===== config.mk =====
export PLATFORM = sky130hd
export DESIGN_NAME = cipher_out_serializer
export DESIGN_NICKNAME = d
export VERILOG_FILES = /design/src/rtl/cipher_out_serializer.sv
export SDC_FILE = /design/constraint.sdc
export NUM_CORES = 2
export LEC_CHECK = 0
export ABC_AREA = 1
export CORE_ASPECT_RATIO = 1.2
export CORE_UTILIZATION = 25
export DETAILED_ROUTE_END_ITERATION = 10
export PLACE_DENSITY = 0.56
export SYNTH_ARGS = -nofsm -noshare
export SYNTH_HDL_FRONTEND = slang
export SYNTH_SLANG_ARGS = --single-unit

===== constraint.sdc =====
create_clock -name Clk_CI -period 17.3 [get_ports Clk_CI]
set_input_delay 1.73 -clock Clk_CI [delete_from_list [all_inputs] [get_ports Clk_CI]]
set_output_delay 1.73 -clock Clk_CI [all_outputs]
set_load 0.1 [all_outputs]

===== src/rtl/cipher_out_serializer.sv =====
// ---------------------------------------------------------------------------
// cipher_out_serializer
//
// Purpose:
//   Holds one ciphertext block from the keystream/plaintext adder and streams
//   it out one element per valid/ready handshake. The adder signals completion
//   with a single-cycle pulse, but the processor reading the bus may stall
//   between reads. This block absorbs that difference.
//
// Ports:
//   Clk_CI          rising-edge clock
//   Rst_RI          asynchronous active-high reset
//   Load_SI         capture strobe (adder finish pulse)
//   InData_CTXT_DI  PASTA_S elements of BITLEN bits; element i at [i*BITLEN +: BITLEN]
//   OutData_DO      current element, zero-extended to OUT_W (0 when not valid)
//   Valid_SO        OutData_DO holds a valid element
//   Ready_SI        consumer accepts the element this cycle
//   Last_SO         current element is index PASTA_S-1
//   Busy_SO         a block is held or streaming
//   Done_SO         one-cycle pulse after the last element is accepted
//   Overrun_SO      sticky: a Load_SI was dropped while streaming
//   Clear_SI        synchronous clear of the sticky flags
//   RangeErr_SO     sticky: a captured element was >= MODULUS
//
// Configuration:
//   CIPHER_OUT_RANGE_CHECK_EN  when defined, every element is compared
//                              against MODULUS at capture. When undefined,
//                              no comparators are built and RangeErr_SO is 0.
// ---------------------------------------------------------------------------
module cipher_out_serializer #(
  parameter int PASTA_S = 32,
  parameter int BITLEN  = 17,
  parameter int OUT_W   = 32,
  parameter int MODULUS = 65537
) (
  input  logic                        Clk_CI,
  input  logic                        Rst_RI,
  input  logic                        Load_SI,
  input  logic [PASTA_S*BITLEN-1:0]   InData_CTXT_DI,
  output logic [OUT_W-1:0]            OutData_DO,
  output logic                        Valid_SO,
  input  logic                        Ready_SI,
  output logic                        Last_SO,
  output logic                        Busy_SO,
  output logic                        Done_SO,
  output logic                        Overrun_SO,
  input  logic                        Clear_SI,
  output logic                        RangeErr_SO
);

  localparam int CNT_W = (PASTA_S > 1) ? $clog2(PASTA_S) : 1;
  localparam logic [CNT_W-1:0] LAST_IDX = CNT_W'(PASTA_S - 1);

  typedef enum logic [1:0] {
    IDLE   = 2'd0,
    STREAM = 2'd1,
    DONE   = 2'd2
  } state_t;

  state_t                      state_q, state_d;
  logic [CNT_W-1:0]            cnt_q, cnt_d;
  logic [PASTA_S*BITLEN-1:0]   data_q, data_d;
  logic                        overrun_q, overrun_d;

  logic                        capture;
  logic                        is_last;
  logic [BITLEN-1:0]           cur_elem;

  // True when an element is at or above the field prime. Only instantiated
  // in hardware when the range check is enabled.
  function automatic logic elem_out_of_range(input logic [BITLEN-1:0] e);
    logic [31:0] ext;
    ext = 32'(e);
    return ext >= 32'(MODULUS);
  endfunction

  // A strobe is accepted only when no block is streaming; DONE counts as free
  // so back-to-back blocks need no idle cycle.
  always_comb begin
    capture   = Load_SI && (state_q != STREAM);
    is_last   = (cnt_q == LAST_IDX);

    state_d   = state_q;
    cnt_d     = cnt_q;
    data_d    = data_q;
    overrun_d = overrun_q;

    case (state_q)
      IDLE: begin
        if (Load_SI) state_d = STREAM;
      end
      STREAM: begin
        if (Ready_SI) begin
          if (is_last) begin
            state_d = DONE;
            cnt_d   = '0;
          end else begin
            cnt_d = cnt_q + CNT_W'(1);
          end
        end
      end
      DONE: begin
        state_d = Load_SI ? STREAM : IDLE;
      end
      default: begin
        state_d = IDLE;
      end
    endcase

    if (capture) begin
      data_d = InData_CTXT_DI;
      cnt_d  = '0;
    end

    // Set is applied after clear so a simultaneous drop is never lost.
    if (Clear_SI) overrun_d = 1'b0;
    if (Load_SI && (state_q == STREAM)) overrun_d = 1'b1;
  end

  always_ff @(posedge Clk_CI or posedge Rst_RI) begin
    if (Rst_RI) begin
      state_q   <= IDLE;
      cnt_q     <= '0;
      data_q    <= '0;
      overrun_q <= 1'b0;
    end else begin
      state_q   <= state_d;
      cnt_q     <= cnt_d;
      data_q    <= data_d;
      overrun_q <= overrun_d;
    end
  end

  // All outputs come straight from registered state, so the consumer sees no
  // combinational path from Ready_SI or Load_SI.
  always_comb begin
    cur_elem   = data_q[cnt_q*BITLEN +: BITLEN];
    OutData_DO = '0;
    if (state_q == STREAM) OutData_DO[BITLEN-1:0] = cur_elem;
  end

  assign Valid_SO   = (state_q == STREAM);
  assign Last_SO    = (state_q == STREAM) && is_last;
  assign Busy_SO    = (state_q == STREAM);
  assign Done_SO    = (state_q == DONE);
  assign Overrun_SO = overrun_q;

`ifdef CIPHER_OUT_RANGE_CHECK_EN
  logic range_hit;
  logic range_err_q, range_err_d;

  // All elements are checked in parallel on the incoming vector so the flag
  // rises on the capture edge itself.
  always_comb begin
    range_hit = 1'b0;
    for (int i = 0; i < PASTA_S; i++) begin
      if (elem_out_of_range(InData_CTXT_DI[i*BITLEN +: BITLEN])) range_hit = 1'b1;
    end
    range_err_d = range_err_q;
    if (Clear_SI) range_err_d = 1'b0;
    if (capture && range_hit) range_err_d = 1'b1;
  end

  always_ff @(posedge Clk_CI or posedge Rst_RI) begin
    if (Rst_RI) begin
      range_err_q <= 1'b0;
    end else begin
      range_err_q <= range_err_d;
    end
  end

  assign RangeErr_SO = range_err_q;
`else
  assign RangeErr_SO = 1'b0;
`endif

endmodule


==> flow_summary_export.csv <==
group,metric,value,unit
hold_path,hold_path_class,"reg2reg",
cts,clk_pin_slew,60,ps
pwr,intPower,3.714,mW
cts,post_cts_buffers,0,
layout,drive_above_1_share,3.697,%
route,post_drt_wl_per_cell,21.11,um
outcome,status,"completed",
placement,dp_worst_setup_slack,10890,ps
layout,fin_util,33.44,%
synth,ys_top_cells_by_count,"nand2_1 (2191), dfrtp_1 (552), nand3_1 (394)",
die,die_area,107600,um^2
critical_path,start_kind,"flip-flop",
cts,root_buffer,"clkbuf_16",
timing,worstMarginPinSlew,1302,ps
cts,cts_htree_levels,3,
die,die_h,359.2,um
pwr,p_switching,3.270,mW
global_routing,grt_max_degree,240,
die,rows,130,
synth,ys_seq_area_share,51.97,%
cts,postCtsHoldBufs,0,
timing,relSlewSlack,13.21,%
global_routing,grt_antenna_before_repair,28,
route,avgViaCountPerCell,4.538,
synth,synth_edf_count,0,
layout,stdcell_count,5482,
pwr,power.share.clock,21.7,%
pwr,power_frac_comb,45.2,%
pwr,leakage,17.36,nW
route,drtIter0Drc,1803,
placement,placedCellCount,5349,
route,ant_nets,0,
critical_path,endpoint_kind,"output pin",
pwr,max-vdd-ir-drop,246.2,uV
synth,synth_top_area_share,51.97,%
pwr,p_seq_share,33.0,%
placement,post-dp-hpwl,82440,um
synth,yosys_warnings,0,
placement,routabilityCongestion,0.8969,
timing,setup_viol,0,
die,initial_core_util,25.29,%
critical_path,arrival,5350,ps
run,cap_viol_max_count,0,
synth,synth.most_common_cell,"nand2_1",
synth,syn-instance-count,3604,
critical_path,required,15570,ps
synth,ys_seq_elements,552,
layout,nets,4583,
route,drc,0,
cts,tritoncts,"built",
timing,worst_slack,10220,ps
synth,yosysUniqueCellTypes,21,
timing,fin_worst_skew,30.43,ps
synth,synth.area.top_cells,"dfrtp_1 (52%), nand2_1 (31%), nand3_1 (7.4%)",
synth,async_flop_share,100.0,%
route,wl,115700,um
synth,syn_avg_cell_area,7.374,um^2
route,drt_first_pass_iters,5,
synth,yosysTopAreaCell,"dfrtp_1",
global_routing,grt_overflow,0,
timing,finalCritPeriodShare,40.92,%
timing,rsz0062_at_grt,"false",
placement,portBuffers,570,
timing,finalHoldViolCount,0,
cts,cts_buffers,67,
pwr,p_sw_share,46.81,%
timing,tns,0,ps
timing,timing.fmax,141.3,MHz
cts,cts_resized,0,
timing,fin_crit,7079,ps
global_routing,grt_pass1_vias,25080,
global_routing,grt_pass1_wl,168800,um
layout,area_growth,32.23,%
die,core,105100,um^2
synth,synth_area,26580,um^2
critical_path,crit_type,"reg2out",
pwr,p_per_area,198.7,nW/um^2
cts,cts_max_path_buffers,3,
cts,clk_latency,630,ps
route,num_vias,24880,
global_routing,grtUsageTotal,21.17,%
timing,slew_violations,0,
timing,holdWs,476.3,ps
critical_path,path_max_fanout,131,
synth,synthFlopType,"dfrtp_1",
cts,clock_sinks,552,
die,io_pins,587,
critical_path,r2r_setup_slack,13360,ps
die,fp.dieW,299.6,um
==> critical path, cell delays in order (launching register included) <==
cell             delay (ps)
dfrtp_4                 740
inv_8                   640
buf_4                   740
nand2_1                 110
nand3_1                 110
nand3_1                  80
nand2_1                 130
nand2_1                  60
nand2_1                  90
nor2_1                  110
nor2_1                  410
clkdlybuf4s50_1        1230
==> through the flow <==
| stage | total power, mW | instance area (um^2) |
|---|---|---|
| after CTS | 7.071 | 35110 |
| after floorplan | 4.375 | 26630 |
| after global routing | 7.463 | 35130 |
| after global placement | 5.515 | 32780 |
| final | 6.984 | 35140 |
| after detailed placement | 5.513 | 32780 |
==> worst paths after layout <==
| path | startpoint | endpoint | cells past startpoint |
|---|---|---|---|
| worst max-delay path | cnt_q[0] | OutData_DO[16] | 11 |
| worst min-delay path | data_q[273] | data_q[273] | 2 |
| worst max register to register | state_q[1] | data_q[533] | 8 |
| worst min register to register | data_q[273] | data_q[273] | 2 |
| max in group asynchronous | Rst_RI | data_q[318] | 5 |
| min in group asynchronous | Rst_RI | data_q[212] | 2 |
==> routing by layer <==
metal	global-route usage, %	wire length, um	vias up
li1	-	-	12010
met1	26.74	48140	11840
met2	35.52	56220	854
met3	4.097	7237	169
met4	7.993	4075	8
met5	0	42	-
==> flip-flops by register name, indices dropped and copies added, names as in the netlist <==
| register | cells |
|---|---|
| cnt_q | 5 |
| state_q | 2 |
| Overrun_SO | 1 |
| data_q | 544 |
==> area by class of cell <==
class                   count  area, um^2
well taps                1386        1734
fillers                 11280       69930
diodes                     12       30.03
multi-input cells        2767       11070
clock inverters            27       362.8
clock buffers              94        1971
inverters                  46       201.4
repair buffers            598        5948
flip-flops and latches    552       13830
==> power groups by stage <==
| stage | clock [mW] | combinational (mW) | sequential (mW) |
|---|---|---|---|
| floorplan | 0 | 2.23 | 2.15 |
| global placement | 0 | 3.19 | 2.32 |
| detailed placement | 0 | 3.19 | 2.32 |
| CTS | 1.55 | 3.21 | 2.31 |
| global route | 1.60 | 3.49 | 2.38 |
| finish | 1.52 | 3.16 | 2.31 |
==> cell families (layout without fill, tap and decap cells) <==
group                      count (synthesis)  in the layout  share of synthesized area, %
DFF                                      552            552                         51.97
AOI/OAI and AO/OA                        123            123                         2.326
other                                      1             28                       0.01411
xor gates and xnor gates                   1              1                       0.03296
buffers and inverters                    300            765                         6.619
and+or+nand+nor                         2625           2625                         38.94
adders and majority gates                  2              2                       0.09414
==> cells in the final DEF (no fill, tap or decap), drive strengths merged <==
master	instances
inv	48
clkdlybuf4s50	568
dfrtp	552
nor2	38
buf	30
nand3	394
bufinv	7
clkinvlp	2
diode	12
o22ai	2
conb	16
clkbuf	94
nand2	2191
a21oi	52
xor2	1
o21ai	69
ha	2
nor3	2
clkinv	16
No activity file was read; power rests on OpenSTA's default activity.
